**src/rtl/pattern_scan_scheduler_pkg.sv**
```systemverilog
// Shared types for the pattern scan scheduler: FSM state encoding and result payload.
package pattern_scan_pkg;

  localparam int unsigned DEF_TARGET_WIDTH = 5;
  localparam int unsigned DEF_DATA_WIDTH   = 32;
  localparam int unsigned DEF_CNT_WIDTH    = $clog2(DEF_DATA_WIDTH + 1);

  typedef enum logic [1:0] {
    S_IDLE = 2'd0,
    S_SCAN = 2'd1,
    S_DONE = 2'd2
  } state_e;

  // Result payload; field widths follow the default configuration.
  typedef struct packed {
    logic [DEF_CNT_WIDTH-1:0] count;
    logic                     hit;
    logic [DEF_CNT_WIDTH-1:0] first;
  } scan_result_t;

endpackage

```
**src/rtl/pattern_scan_scheduler_if.sv**
```systemverilog
// Job and result handshakes between the job queue and the scan scheduler.
interface pattern_scan_scheduler_if #(
  parameter int unsigned TARGET_WIDTH = 5,
  parameter int unsigned DATA_WIDTH   = 32,
  parameter int unsigned CNT_WIDTH    = $clog2(DATA_WIDTH + 1)
);
  logic                    job_valid;
  logic                    job_ready;
  logic [TARGET_WIDTH-1:0] job_target;
  logic [DATA_WIDTH-1:0]   job_data;
  logic [CNT_WIDTH-1:0]    job_len;
  logic                    abort;
  logic                    res_valid;
  logic                    res_ready;
  logic [CNT_WIDTH-1:0]    res_count;
  logic                    res_hit;
  logic [CNT_WIDTH-1:0]    res_first;
  logic                    busy;

  modport master (
    output job_valid, job_target, job_data, job_len, abort, res_ready,
    input  job_ready, res_valid, res_count, res_hit, res_first, busy
  );

  modport slave (
    input  job_valid, job_target, job_data, job_len, abort, res_ready,
    output job_ready, res_valid, res_count, res_hit, res_first, busy
  );
endinterface

```
**src/rtl/pattern_scan_scheduler_window_matcher.sv**
```systemverilog
// Bit-serial window matcher: shift window, saturating fill counter and target compare.
module pattern_window_matcher
  import pattern_scan_pkg::*;
#(
  parameter int unsigned TARGET_WIDTH = 5
) (
  input  logic                    clk,
  input  logic                    reset,
  input  logic                    clear,
  input  logic                    load_target,
  input  logic [TARGET_WIDTH-1:0] target,
  input  logic                    shift_en,
  input  logic                    bit_in,
  output logic                    match
);

  localparam int unsigned FILL_WIDTH = $clog2(TARGET_WIDTH + 1);

  logic [TARGET_WIDTH-1:0] window_q, window_d;
  logic [TARGET_WIDTH-1:0] target_q;
  logic [FILL_WIDTH-1:0]   fill_q, fill_d;

  // Match looks at the post-shift window; the fill guard masks the zeroed start-up window.
  always_comb begin
    window_d = {window_q[TARGET_WIDTH-2:0], bit_in};
    fill_d   = (fill_q == FILL_WIDTH'(TARGET_WIDTH)) ? fill_q : fill_q + 1'b1;
    match    = shift_en && (window_d == target_q) &&
               (fill_q >= FILL_WIDTH'(TARGET_WIDTH - 1));
  end

  always_ff @(posedge clk) begin
    if (reset) begin
      window_q <= '0;
      fill_q   <= '0;
      target_q <= '0;
    end else begin
      if (clear) begin
        window_q <= '0;
        fill_q   <= '0;
      end else if (shift_en) begin
        window_q <= window_d;
        fill_q   <= fill_d;
      end
      if (load_target) begin
        target_q <= target;
      end
    end
  end

endmodule

```
**src/rtl/pattern_scan_scheduler.sv**
```systemverilog
// Job-level controller: accepts a scan job, streams its bits into the matcher and returns match statistics.
module pattern_scan_scheduler
  import pattern_scan_pkg::*;
#(
  parameter int unsigned TARGET_WIDTH = DEF_TARGET_WIDTH,
  parameter int unsigned DATA_WIDTH   = DEF_DATA_WIDTH,
  parameter int unsigned CNT_WIDTH    = $clog2(DATA_WIDTH + 1)
) (
  input logic                     clk,
  input logic                     reset,
  pattern_scan_scheduler_if.slave bus
);

  state_e                state_q;
  logic                  job_ready_q;
  logic                  busy_q;
  logic                  res_valid_q;
  scan_result_t          res_q;
  logic [CNT_WIDTH-1:0]  idx_q;
  logic [CNT_WIDTH-1:0]  len_q;
  logic [DATA_WIDTH-1:0] data_q;

  logic                  accept_c;
  logic                  shift_c;
  logic                  last_c;
  logic                  match_c;
  logic [CNT_WIDTH-1:0]  len_eff_c;

  // Abort wins over a same-cycle job offer in idle.
  always_comb begin
    accept_c  = (state_q == S_IDLE) && bus.job_valid && job_ready_q && !bus.abort;
    shift_c   = (state_q == S_SCAN) && !bus.abort;
    last_c    = (idx_q == CNT_WIDTH'(len_q - 1'b1));
    len_eff_c = (bus.job_len > CNT_WIDTH'(DATA_WIDTH)) ? CNT_WIDTH'(DATA_WIDTH) : bus.job_len;
  end

  pattern_window_matcher #(
    .TARGET_WIDTH(TARGET_WIDTH)
  ) u_matcher (
    .clk        (clk),
    .reset      (reset),
    .clear      (accept_c),
    .load_target(accept_c),
    .target     (bus.job_target),
    .shift_en   (shift_c),
    .bit_in     (data_q[0]),
    .match      (match_c)
  );

  always_ff @(posedge clk) begin
    if (reset) begin
      state_q     <= S_IDLE;
      job_ready_q <= 1'b1;
      busy_q      <= 1'b0;
      res_valid_q <= 1'b0;
      res_q       <= '0;
      idx_q       <= '0;
      len_q       <= '0;
      data_q      <= '0;
    end else begin
      case (state_q)
        S_IDLE: begin
          if (accept_c) begin
            data_q      <= bus.job_data;
            idx_q       <= '0;
            len_q       <= len_eff_c;
            res_q       <= '0;
            job_ready_q <= 1'b0;
            busy_q      <= 1'b1;
            if (len_eff_c == '0) begin
              state_q     <= S_DONE;
              res_valid_q <= 1'b1;
            end else begin
              state_q <= S_SCAN;
            end
          end
        end
        S_SCAN: begin
          if (bus.abort) begin
            state_q     <= S_IDLE;
            job_ready_q <= 1'b1;
            busy_q      <= 1'b0;
          end else begin
            // Data is consumed LSB first by shifting the latched word.
            data_q <= data_q >> 1;
            idx_q  <= idx_q + 1'b1;
            if (match_c) begin
              res_q.count <= res_q.count + 1'b1;
              if (!res_q.hit) begin
                res_q.hit   <= 1'b1;
                res_q.first <= DEF_CNT_WIDTH'(idx_q);
              end
            end
            if (last_c) begin
              state_q     <= S_DONE;
              res_valid_q <= 1'b1;
            end
          end
        end
        S_DONE: begin
          if (bus.res_ready || bus.abort) begin
            state_q     <= S_IDLE;
            res_valid_q <= 1'b0;
            job_ready_q <= 1'b1;
            busy_q      <= 1'b0;
          end
        end
        default: begin
          state_q     <= S_IDLE;
          res_valid_q <= 1'b0;
          job_ready_q <= 1'b1;
          busy_q      <= 1'b0;
        end
      endcase
    end
  end

  assign bus.job_ready = job_ready_q;
  assign bus.busy      = busy_q;
  assign bus.res_valid = res_valid_q;
  assign bus.res_count = CNT_WIDTH'(res_q.count);
  assign bus.res_hit   = res_q.hit;
  assign bus.res_first = CNT_WIDTH'(res_q.first);

endmodule
```
**src/flat_wrapper.sv**
```systemverilog
// flat-port wrapper written by rule: the top's interface ports become plain ports
module pattern_scan_scheduler_flat import pattern_scan_pkg::*;
#(
  parameter int unsigned TARGET_WIDTH = DEF_TARGET_WIDTH,
  parameter int unsigned DATA_WIDTH   = DEF_DATA_WIDTH,
  parameter int unsigned CNT_WIDTH    = $clog2(DATA_WIDTH + 1)
)
  (clk, reset, bus_job_valid, bus_job_target, bus_job_data, bus_job_len, bus_abort, bus_res_ready, bus_job_ready, bus_res_valid, bus_res_count, bus_res_hit, bus_res_first, bus_busy);
  pattern_scan_scheduler_if #(.TARGET_WIDTH(TARGET_WIDTH), .DATA_WIDTH(DATA_WIDTH), .CNT_WIDTH(CNT_WIDTH)) bus_i ();
  input logic clk;
  input logic reset;
  input wire logic [$bits(bus_i.job_valid)-1:0] bus_job_valid;
  input wire logic [$bits(bus_i.job_target)-1:0] bus_job_target;
  input wire logic [$bits(bus_i.job_data)-1:0] bus_job_data;
  input wire logic [$bits(bus_i.job_len)-1:0] bus_job_len;
  input wire logic [$bits(bus_i.abort)-1:0] bus_abort;
  input wire logic [$bits(bus_i.res_ready)-1:0] bus_res_ready;
  output wire logic [$bits(bus_i.job_ready)-1:0] bus_job_ready;
  output wire logic [$bits(bus_i.res_valid)-1:0] bus_res_valid;
  output wire logic [$bits(bus_i.res_count)-1:0] bus_res_count;
  output wire logic [$bits(bus_i.res_hit)-1:0] bus_res_hit;
  output wire logic [$bits(bus_i.res_first)-1:0] bus_res_first;
  output wire logic [$bits(bus_i.busy)-1:0] bus_busy;
  assign bus_i.job_valid = bus_job_valid;
  assign bus_i.job_target = bus_job_target;
  assign bus_i.job_data = bus_job_data;
  assign bus_i.job_len = bus_job_len;
  assign bus_i.abort = bus_abort;
  assign bus_i.res_ready = bus_res_ready;
  assign bus_job_ready = bus_i.job_ready;
  assign bus_res_valid = bus_i.res_valid;
  assign bus_res_count = bus_i.res_count;
  assign bus_res_hit = bus_i.res_hit;
  assign bus_res_first = bus_i.res_first;
  assign bus_busy = bus_i.busy;
  pattern_scan_scheduler #(.TARGET_WIDTH(TARGET_WIDTH), .DATA_WIDTH(DATA_WIDTH), .CNT_WIDTH(CNT_WIDTH)) u_core (.clk(clk), .reset(reset), .bus(bus_i));
endmodule
```
**config.mk**
```make
export PLATFORM = sky130hd
export DESIGN_NAME = pattern_scan_scheduler_flat
export DESIGN_NICKNAME = d
export VERILOG_FILES = /design/src/rtl/pattern_scan_scheduler_pkg.sv /design/src/rtl/pattern_scan_scheduler_if.sv /design/src/rtl/pattern_scan_scheduler_window_matcher.sv /design/src/rtl/pattern_scan_scheduler.sv /design/src/flat_wrapper.sv
export SDC_FILE = /design/constraint.sdc
export NUM_CORES = 1
export LEC_CHECK = 0
export ABC_AREA = 1
export BUFFER_PORTS_ARGS = -buffer_cell sky130_fd_sc_hd__buf_2
export CAP_MARGIN = 30
export CELL_PAD_IN_SITES_DETAIL_PLACEMENT = 1
export CELL_PAD_IN_SITES_GLOBAL_PLACEMENT = 2
export CORE_ASPECT_RATIO = 0.8
export CORE_UTILIZATION = 30
export CTS_CLUSTER_DIAMETER = 30
export DETAILED_ROUTE_END_ITERATION = 8
export HOLD_SLACK_MARGIN = 0.12
export PLACE_DENSITY_LB_ADDON = 0.1
export SYNTH_ARGS = -nofsm -noshare
export SYNTH_HDL_FRONTEND = slang
export SYNTH_SLANG_ARGS = --single-unit
```
**constraint.sdc**
```tcl
create_clock -name clk -period 2 [get_ports clk]
set_clock_uncertainty 0.1 [all_clocks]
set_input_delay 0.3 -clock clk [delete_from_list [all_inputs] [get_ports clk]]
set_output_delay 0.3 -clock clk [all_outputs]
set_load 0.01 [all_outputs]
```
==> results of run 1 <==
cell usage in the layout, fill, tap and decap left out, types with 3 or more instances in the layout:
cell and count:
clkbuf_16 9, nor2_2 3, buf_4 9, nor2_1 21, buf_2 63, nand2_2 3
xor2_1 7, nand3_1 22, inv_1 40, nand2_1 146, dfxtp_1 74, a31oi_1 31
a21oi_1 27, o21ai_0 45, ha_1 5, nor3_1 4, dlygate4sd3_1 8, nand3_2 3
metal layers:
layer	track usage	routed length, um	vias up
met3	0.05023	327	5
met1	0.2558	5410	1556
met4	0.04843	70	0
met2	0.2551	4149	50
met5	0	0	-
li1	-	-	1699
through the flow:
stage | cell area (um^2) | utilization
2_1_floorplan | 3443 | -
3_3_place_gp | 3901 | 0.3541
3_5_place_dp | 3901 | 0.3541
4_1_cts | 4312 | 0.3913
5_1_grt | 4312 | 0.3913
6_report | 4312 | 0.3913
worst register-to-register path, delay by kind of cell (launching register included):
family          cells  cell delay, ps
flops               1             340
buf+inv             1              80
simple gates        7             950
compound gates      1             220
path summary, 6_finish.rpt:
| kind | from | endpoint | cells after the start |
|---|---|---|---|
| setup reg to reg | u_core.state_q[0] | u_core.bus.res_first[5] | 9 |
| hold reg to reg | u_core.bus.res_valid | u_core.bus.res_valid | 2 |
| setup / recovery | u_core.state_q[0] | u_core.bus.res_first[5] | 9 |
| hold / removal | bus_job_data[28] | u_core.data_q[28] | 3 |
flip-flops by register name, summed over array words and instances (netlist names):
signal                     cells
u_core.bus.job_ready           1
u_core.u_matcher.fill_q        3
u_core.bus.res_count           6
u_core.data_q                 32
u_core.state_q                 2
u_core.bus.busy                1
u_core.bus.res_hit             1
u_core.bus.res_first           6
u_core.u_matcher.window_q      4
u_core.u_matcher.target_q      5
u_core.bus.res_valid           1
u_core.idx_q                   6
u_core.len_q                   6
final cells by class:
class	instances	area (um^2)
inverter	43	161.4
clock inverter	4	73.82
tap	144	180.2
sequential	74	1481
clock buffer	12	256.5
fill	1409	6706
timing repair buffer	81	483.0
multi-input combinational	337	1675
logic make-up after synthesis:
group | synth area share
buffers and inverters | 0.08321
xor gates and xnor gates | 0.02289
AOI/OAI and AO/OA | 0.1719
adders and majority gates | 0.01817
DFF | 0.4302
and+or+nand+nor | 0.2736
power by group through the flow:
stage	sequential, mW	clock (mW)	combinational, mW
finish	1.95	1.80	1.59
detailed placement	1.98	0	1.60
floorplan	1.97	0	1.16
global route	1.99	1.91	1.81
CTS	1.95	1.85	1.63
global placement	1.97	0	1.56
repair_timing:
item                                   in CTS  in global routing
endpoints found under the hold margin       8                  0
hold buffers                                8                  0
setup endpoints to repair                   0                  0
==> impl_metrics.env, run 1 <==
export IMPL_antenna_found_initial=0
export IMPL_ys_flop_type="dfxtp_1"
export IMPL_maxCapViolCount=0
export IMPL_grt_usage=0.1775
export IMPL_switchingPower_mw=1.856
export IMPL_synth_edf_count=0
export IMPL_slowest_stage="dfxtp_1"
export IMPL_dp_hpwl_um=7051
export IMPL_finalSetupTns_ps=0
export IMPL_max_freq_ghz=0.5494
export IMPL_p_int_mw=3.485
export IMPL_finalNonFillerCells=695
export IMPL_seqPwrFrac=0.365
export IMPL_ios=64
export IMPL_synthCells=476
export IMPL_first_iter_violations=100
export IMPL_rsz0062_at_grt="no"
export IMPL_avgSynthCellArea_um2=7.234
export IMPL_sw_frac_of_total=0.3475
export IMPL_run_status="completed"
export IMPL_die_w_um=121.8
export IMPL_cts_resized=0
export IMPL_path_max_fanout=11
export IMPL_gp_congestion=0.7576
export IMPL_design_die_area_mm2=0.01191
export IMPL_post_place_ws_ps=81.04
export IMPL_reg2reg_slack_ps=180
export IMPL_fin_nets=599
export IMPL_clkTransAtPathRegs_ps=60
export IMPL_insertion_delay_ps=340
export IMPL_overflow=0
export IMPL_critPathMaxStageDelay_ps=340
export IMPL_synthArstFlopShare=0
export IMPL_synth_fp_nets=529
export IMPL_worstPathRequired_ps=2130
export IMPL_path_cells="inv_1 -> nor2_4 -> nand2_4 -> nor2_2 -> nand3_2 -> nand2_2 -> nand3_2 -> a21oi_1 -> nor2_1"
export IMPL_crit_arrival_ps=1950
export IMPL_drc=0
export IMPL_wirelength_um=9957
export IMPL_relSlewSlack=0.7326
export IMPL_grt_pass1_wl_um=16540
export IMPL_root_buffer="clkbuf_16"
export IMPL_synth_cell_types=35
export IMPL_period_minus_slack_ps=1820
export IMPL_worstHoldPathType="in -> reg"
export IMPL_post_route_cells_drive_above_1_share=0.1942
export IMPL_chipHeight_um=97.83
export IMPL_cts_made_buffers=9
export IMPL_start_util=0.3125
export IMPL_power_density_mw_per_mm2=1239
export IMPL_layout_setup_ws_ps=179.7
export IMPL_crit_type="reg -> reg"
export IMPL_synthTopCellsByCount="nand2_1, dfxtp_1, o21ai_0"
export IMPL_whs_ps=130.2
export IMPL_htreeDepth=3
export IMPL_drv_slew=0
export IMPL_path_delay_family="simple AND/OR/NAND/NOR gates"
export IMPL_syn2layout_area_growth_pct=25.22
export IMPL_tritoncts="built"
export IMPL_antenna_diode_count=0
export IMPL_grt_max_degree=39
export IMPL_vias=3310
export IMPL_finalPower_mw=5.341
export IMPL_timing_final_hold_violations=0
export IMPL_routedWlPerCell_um=14.33
export IMPL_netlist_area_leader_share=0.4302
export IMPL_synth_area_top_cells="dfxtp_1, nand2_1, o21ai_0"
export IMPL_cts_sinks=74
export IMPL_grt_pass1_vias=3368
export IMPL_crit_buf_inv=1
export IMPL_p_leak_nw=1.899
export IMPL_p_clk_frac=0.336
export IMPL_viasPerCell=4.763
export IMPL_path_common_cell="nand3_2"
export IMPL_worst_pin_slew_ps=399.7
export IMPL_finalSetupViolations=0
export IMPL_ys_ff_latch=74
export IMPL_vdd_drop_max_mv=0.6199
export IMPL_min_period_over_period=0.9102
export IMPL_comb_power_share=0.298
export IMPL_io_buffers=63
export IMPL_ant_nets=0
export IMPL_yosys_area_top_type="dfxtp_1"
export IMPL_yosysWarnings=0
export IMPL_dr_pass1_iters=4
export IMPL_postCtsSetupRepairBufs=0
export IMPL_yosysMostFrequentCell="nand2_1"
export IMPL_rows=34
export IMPL_dp_cells=671
export IMPL_core_area_mm2=0.01102
export IMPL_startpoint_type="register"
export IMPL_cts_max_path_buffers=2
export IMPL_endpoint_kind="register"
export IMPL_yosysSeqAreaShare=0.4302
export IMPL_synth_area_mm2=0.003443
No activity file was read; power rests on OpenSTA's default activity.
==> run 2, diff against run 1 <==
--- a/config.mk
+++ b/config.mk
@@ -11,11 +11,12 @@
 export CELL_PAD_IN_SITES_DETAIL_PLACEMENT = 1
 export CELL_PAD_IN_SITES_GLOBAL_PLACEMENT = 2
 export CORE_ASPECT_RATIO = 0.8
-export CORE_UTILIZATION = 30
+export CORE_UTILIZATION = 28
 export CTS_CLUSTER_DIAMETER = 30
 export DETAILED_ROUTE_END_ITERATION = 8
 export HOLD_SLACK_MARGIN = 0.12
 export PLACE_DENSITY_LB_ADDON = 0.1
 export SYNTH_ARGS = -nofsm -noshare
 export SYNTH_HDL_FRONTEND = slang
+export SYNTH_HIERARCHICAL = 1
 export SYNTH_SLANG_ARGS = --single-unit
==> constraint.sdc (replaced) <==
create_clock -name clk -period 1.63 [get_ports clk]
set_clock_uncertainty 0.1 [all_clocks]
set_input_delay 0.2445 -clock clk [delete_from_list [all_inputs] [get_ports clk]]
set_output_delay 0.2445 -clock clk [all_outputs]
set_load 0.01 [all_outputs]
==> impl_metrics.env, run 2 <==
export IMPL_run_status="finished, violations left"
export IMPL_violations="negative setup slack"
export IMPL_viasPerCell=4.712
export IMPL_drc=0
export IMPL_path_common_cell="nor2_8"
export IMPL_dr_pass1_iters=4
export IMPL_synth_area_top_cells="dfxtp_1, nand2_1, o21ai_0"
export IMPL_syn2layout_area_growth_pct=53.04
export IMPL_rr_endpoint="u_core/bus.res_count[0]"
export IMPL_grt_max_degree=55
export IMPL_max_freq_ghz=0.5702
export IMPL_drv_slew=0
export IMPL_first_iter_violations=91
export IMPL_synthArstFlopShare=0
export IMPL_overflow=0
export IMPL_crit_arrival_ps=1880
export IMPL_synthCells=488
export IMPL_period_minus_slack_ps=1754
export IMPL_ys_ff_latch=74
export IMPL_p_int_mw=4.732
export IMPL_io_buffers=63
export IMPL_fin_nets=683
export IMPL_grt_pass1_vias=3822
export IMPL_antenna_found_initial=0
export IMPL_yosysWarnings=6
export IMPL_endpoint_kind="register"
export IMPL_crit_cells=10
export IMPL_topRoutingLayerUsed="met4"
export IMPL_layout_setup_ws_ps=-123.9
export IMPL_power_density_mw_per_mm2=1356
export IMPL_root_buffer="clkbuf_16"
export IMPL_p_clk_frac=0.301
export IMPL_path_delay_family="simple AND/OR/NAND/NOR gates"
export IMPL_ant_nets=0
export IMPL_synthTopCellsByCount="nand2_1, dfxtp_1, o21ai_0"
export IMPL_yosysSeqAreaShare=0.4232
export IMPL_slowest_stage="dfxtp_4"
export IMPL_worstSetupStartpoint="u_core/state_q[0]"
export IMPL_finalSetupViolations=50
export IMPL_postLayoutCoreUtil=0.4405
export IMPL_grt_usage=0.1784
export IMPL_yosys_area_top_type="dfxtp_1"
export IMPL_yosysMostFrequentCell="nand2_1"
export IMPL_gp_congestion=0.7549
export IMPL_wl_met1_um=5489
export IMPL_tritoncts="built"
export IMPL_worstPathRequired_ps=1750
export IMPL_largest_register_ffs=32
export IMPL_cts_made_buffers=9
export IMPL_relSlewSlack=0.7593
export IMPL_avgSynthCellArea_um2=7.174
export IMPL_comb_power_share=0.373
export IMPL_wl_met3_um=330
export IMPL_synth_area_mm2=0.003501
export IMPL_vdd_drop_max_mv=0.7010
export IMPL_critPathMaxStageDelay_ps=350
export IMPL_chipHeight_um=102.0
export IMPL_grt_pass1_wl_um=18130
export IMPL_whs_ps=134.7
export IMPL_reg2reg_slack_ps=-120
export IMPL_netlist_area_leader_share=0.4232
export IMPL_clkTransAtPathRegs_ps=60
export IMPL_start_util=0.2879
export IMPL_met2WireLength_um=5215
export IMPL_switchingPower_mw=2.530
export IMPL_crit_buf_inv=4
export IMPL_startpoint_type="register"
export IMPL_post_place_ws_ps=-200.3
export IMPL_final_common_cell="nand2_1"
export IMPL_cts_sinks=74
export IMPL_crit_end="u_core/bus.res_count[0]"
export IMPL_path_max_fanout=8
export IMPL_synth_edf_count=0
export IMPL_insertion_delay_ps=330
export IMPL_dp_hpwl_um=7411
export IMPL_post_route_cells_drive_above_1_share=0.2950
export IMPL_die_w_um=127.0
export IMPL_ys_flop_type="dfxtp_1"
export IMPL_worstHoldPathType="in -> reg"
export IMPL_place_area_mm2=0.004208
export IMPL_core_area_mm2=0.01216
export IMPL_finalSetupTns_ps=-1705
export IMPL_sw_frac_of_total=0.3484
export IMPL_r2r_cells=10
export IMPL_p_leak_nw=2.317
export IMPL_path_cells="buf_4 -> nor2_4 -> inv_2 -> nor2_8 -> nor2_8 -> nor2_8 -> buf_4 -> inv_6 -> o21ai_2 -> a21oi_2"
export IMPL_top_register="u_core/data_q"
export IMPL_cts_max_path_buffers=2
export IMPL_rsz0062_at_grt="yes"
export IMPL_rows=36
export IMPL_worst_pin_slew_ps=360.6
export IMPL_synth_fp_nets=541
export IMPL_vias=3704
export IMPL_ios=64
export IMPL_min_period_over_period=1.076
export IMPL_antenna_diode_count=0
export IMPL_design_die_area_mm2=0.01296
export IMPL_crit_type="reg -> reg"
export IMPL_maxCapViolCount=0
export IMPL_htreeDepth=3
export IMPL_synth_cell_types=39
export IMPL_timing_final_hold_violations=0
export IMPL_final_area_mm2=0.005358
export IMPL_seqPwrFrac=0.326
export IMPL_wirelength_um=11130
export IMPL_routedWlPerCell_um=14.17
export IMPL_final_cell_mix="nand2_1, dfxtp_1, buf_2"
export IMPL_r2r_start="u_core/state_q[0]"
run 2: cell count changes after synthesis, sizes merged, moves of 3 or more:
cell	before	now
nand2	151	163
nor2	26	36
nand3	25	17
xor2	7	1
a21oi	27	31
a211oi	1	4
inv	42	39
o22ai	2	5
run 2: what timing repair did:
item / CTS / global route
gates cloned: 0 / 2
resized for setup: 31 / 40
hold buffers: 41 / 0
setup endpoints to repair: 61 / 66
hold endpoints to repair: 41 / 0
pin swaps: 14 / 14
buffers inserted: 8 / 6
run 2: final cells by class:
cell class              count  area (um^2)
repair buffers            151         1191
clock buffers              13        260.3
inverters                  41        190.2
well taps                 152        190.2
flip-flops and latches     74         1489
clock inverters             2        60.06
multi-input cells         353         1977
fillers                  1476         6804
run 2: tightest hold or removal path, cell delays in order:
cell	delay, ps
buf_2	90
nand2_1	60
nand2_1	60
o22ai_1	60
run 2: per-layer routing:
layer  track usage  vias to the layer above
met3       0.04607                        7
met2        0.3068                       48
met4       0.04945                        0
li1              -                     1896
met5             0                        -
met1        0.2227                     1753
run 2: through the flow:
step | std cells | power, mW
finish | 786 | 7.263
floorplan | 488 | 3.766
CTS | 779 | 6.994
global placement | 715 | 4.457
detailed placement | 715 | 4.503
global route | 786 | 7.762
run 2: logic make-up after synthesis:
| family | after synthesis | share of synthesized area |
|---|---|---|
| AND/OR/NAND/NOR | 228 | 0.2895 |
| buffers and inverters | 61 | 0.07291 |
| AO/OA/AOI/OAI | 116 | 0.1866 |
| XOR/XNOR | 4 | 0.01001 |
| flip-flops | 74 | 0.4232 |
| adder cells (fa/ha/maj) | 5 | 0.01787 |
run 2: worst min-delay path by stage:
stage	from	endpoint	slack [ps]	cells after the start
floorplan	reset	u_core/u_matcher/target_q[0]	210	1
global placement	u_core/bus.res_first[4]	u_core/bus.res_first[4]	360	2
detailed placement	u_core/bus.res_first[3]	u_core/bus.res_first[3]	360	2
CTS	bus_job_len[5]	u_core/len_q[1]	130	4
global route	bus_job_len[4]	u_core/len_q[4]	150	3
finish	bus_job_len[5]	u_core/len_q[1]	130	4
run 2: power by group through the flow:
stage          logic, mW  clock network [mW]  registers [mW]
6_report            2.71                2.18            2.37
5_1_grt             3.00                2.35            2.41
4_1_cts             2.38                2.25            2.36
3_5_place_dp        2.11                   0            2.39
3_3_place_gp        2.07                   0            2.38
2_1_floorplan       1.42                   0            2.35
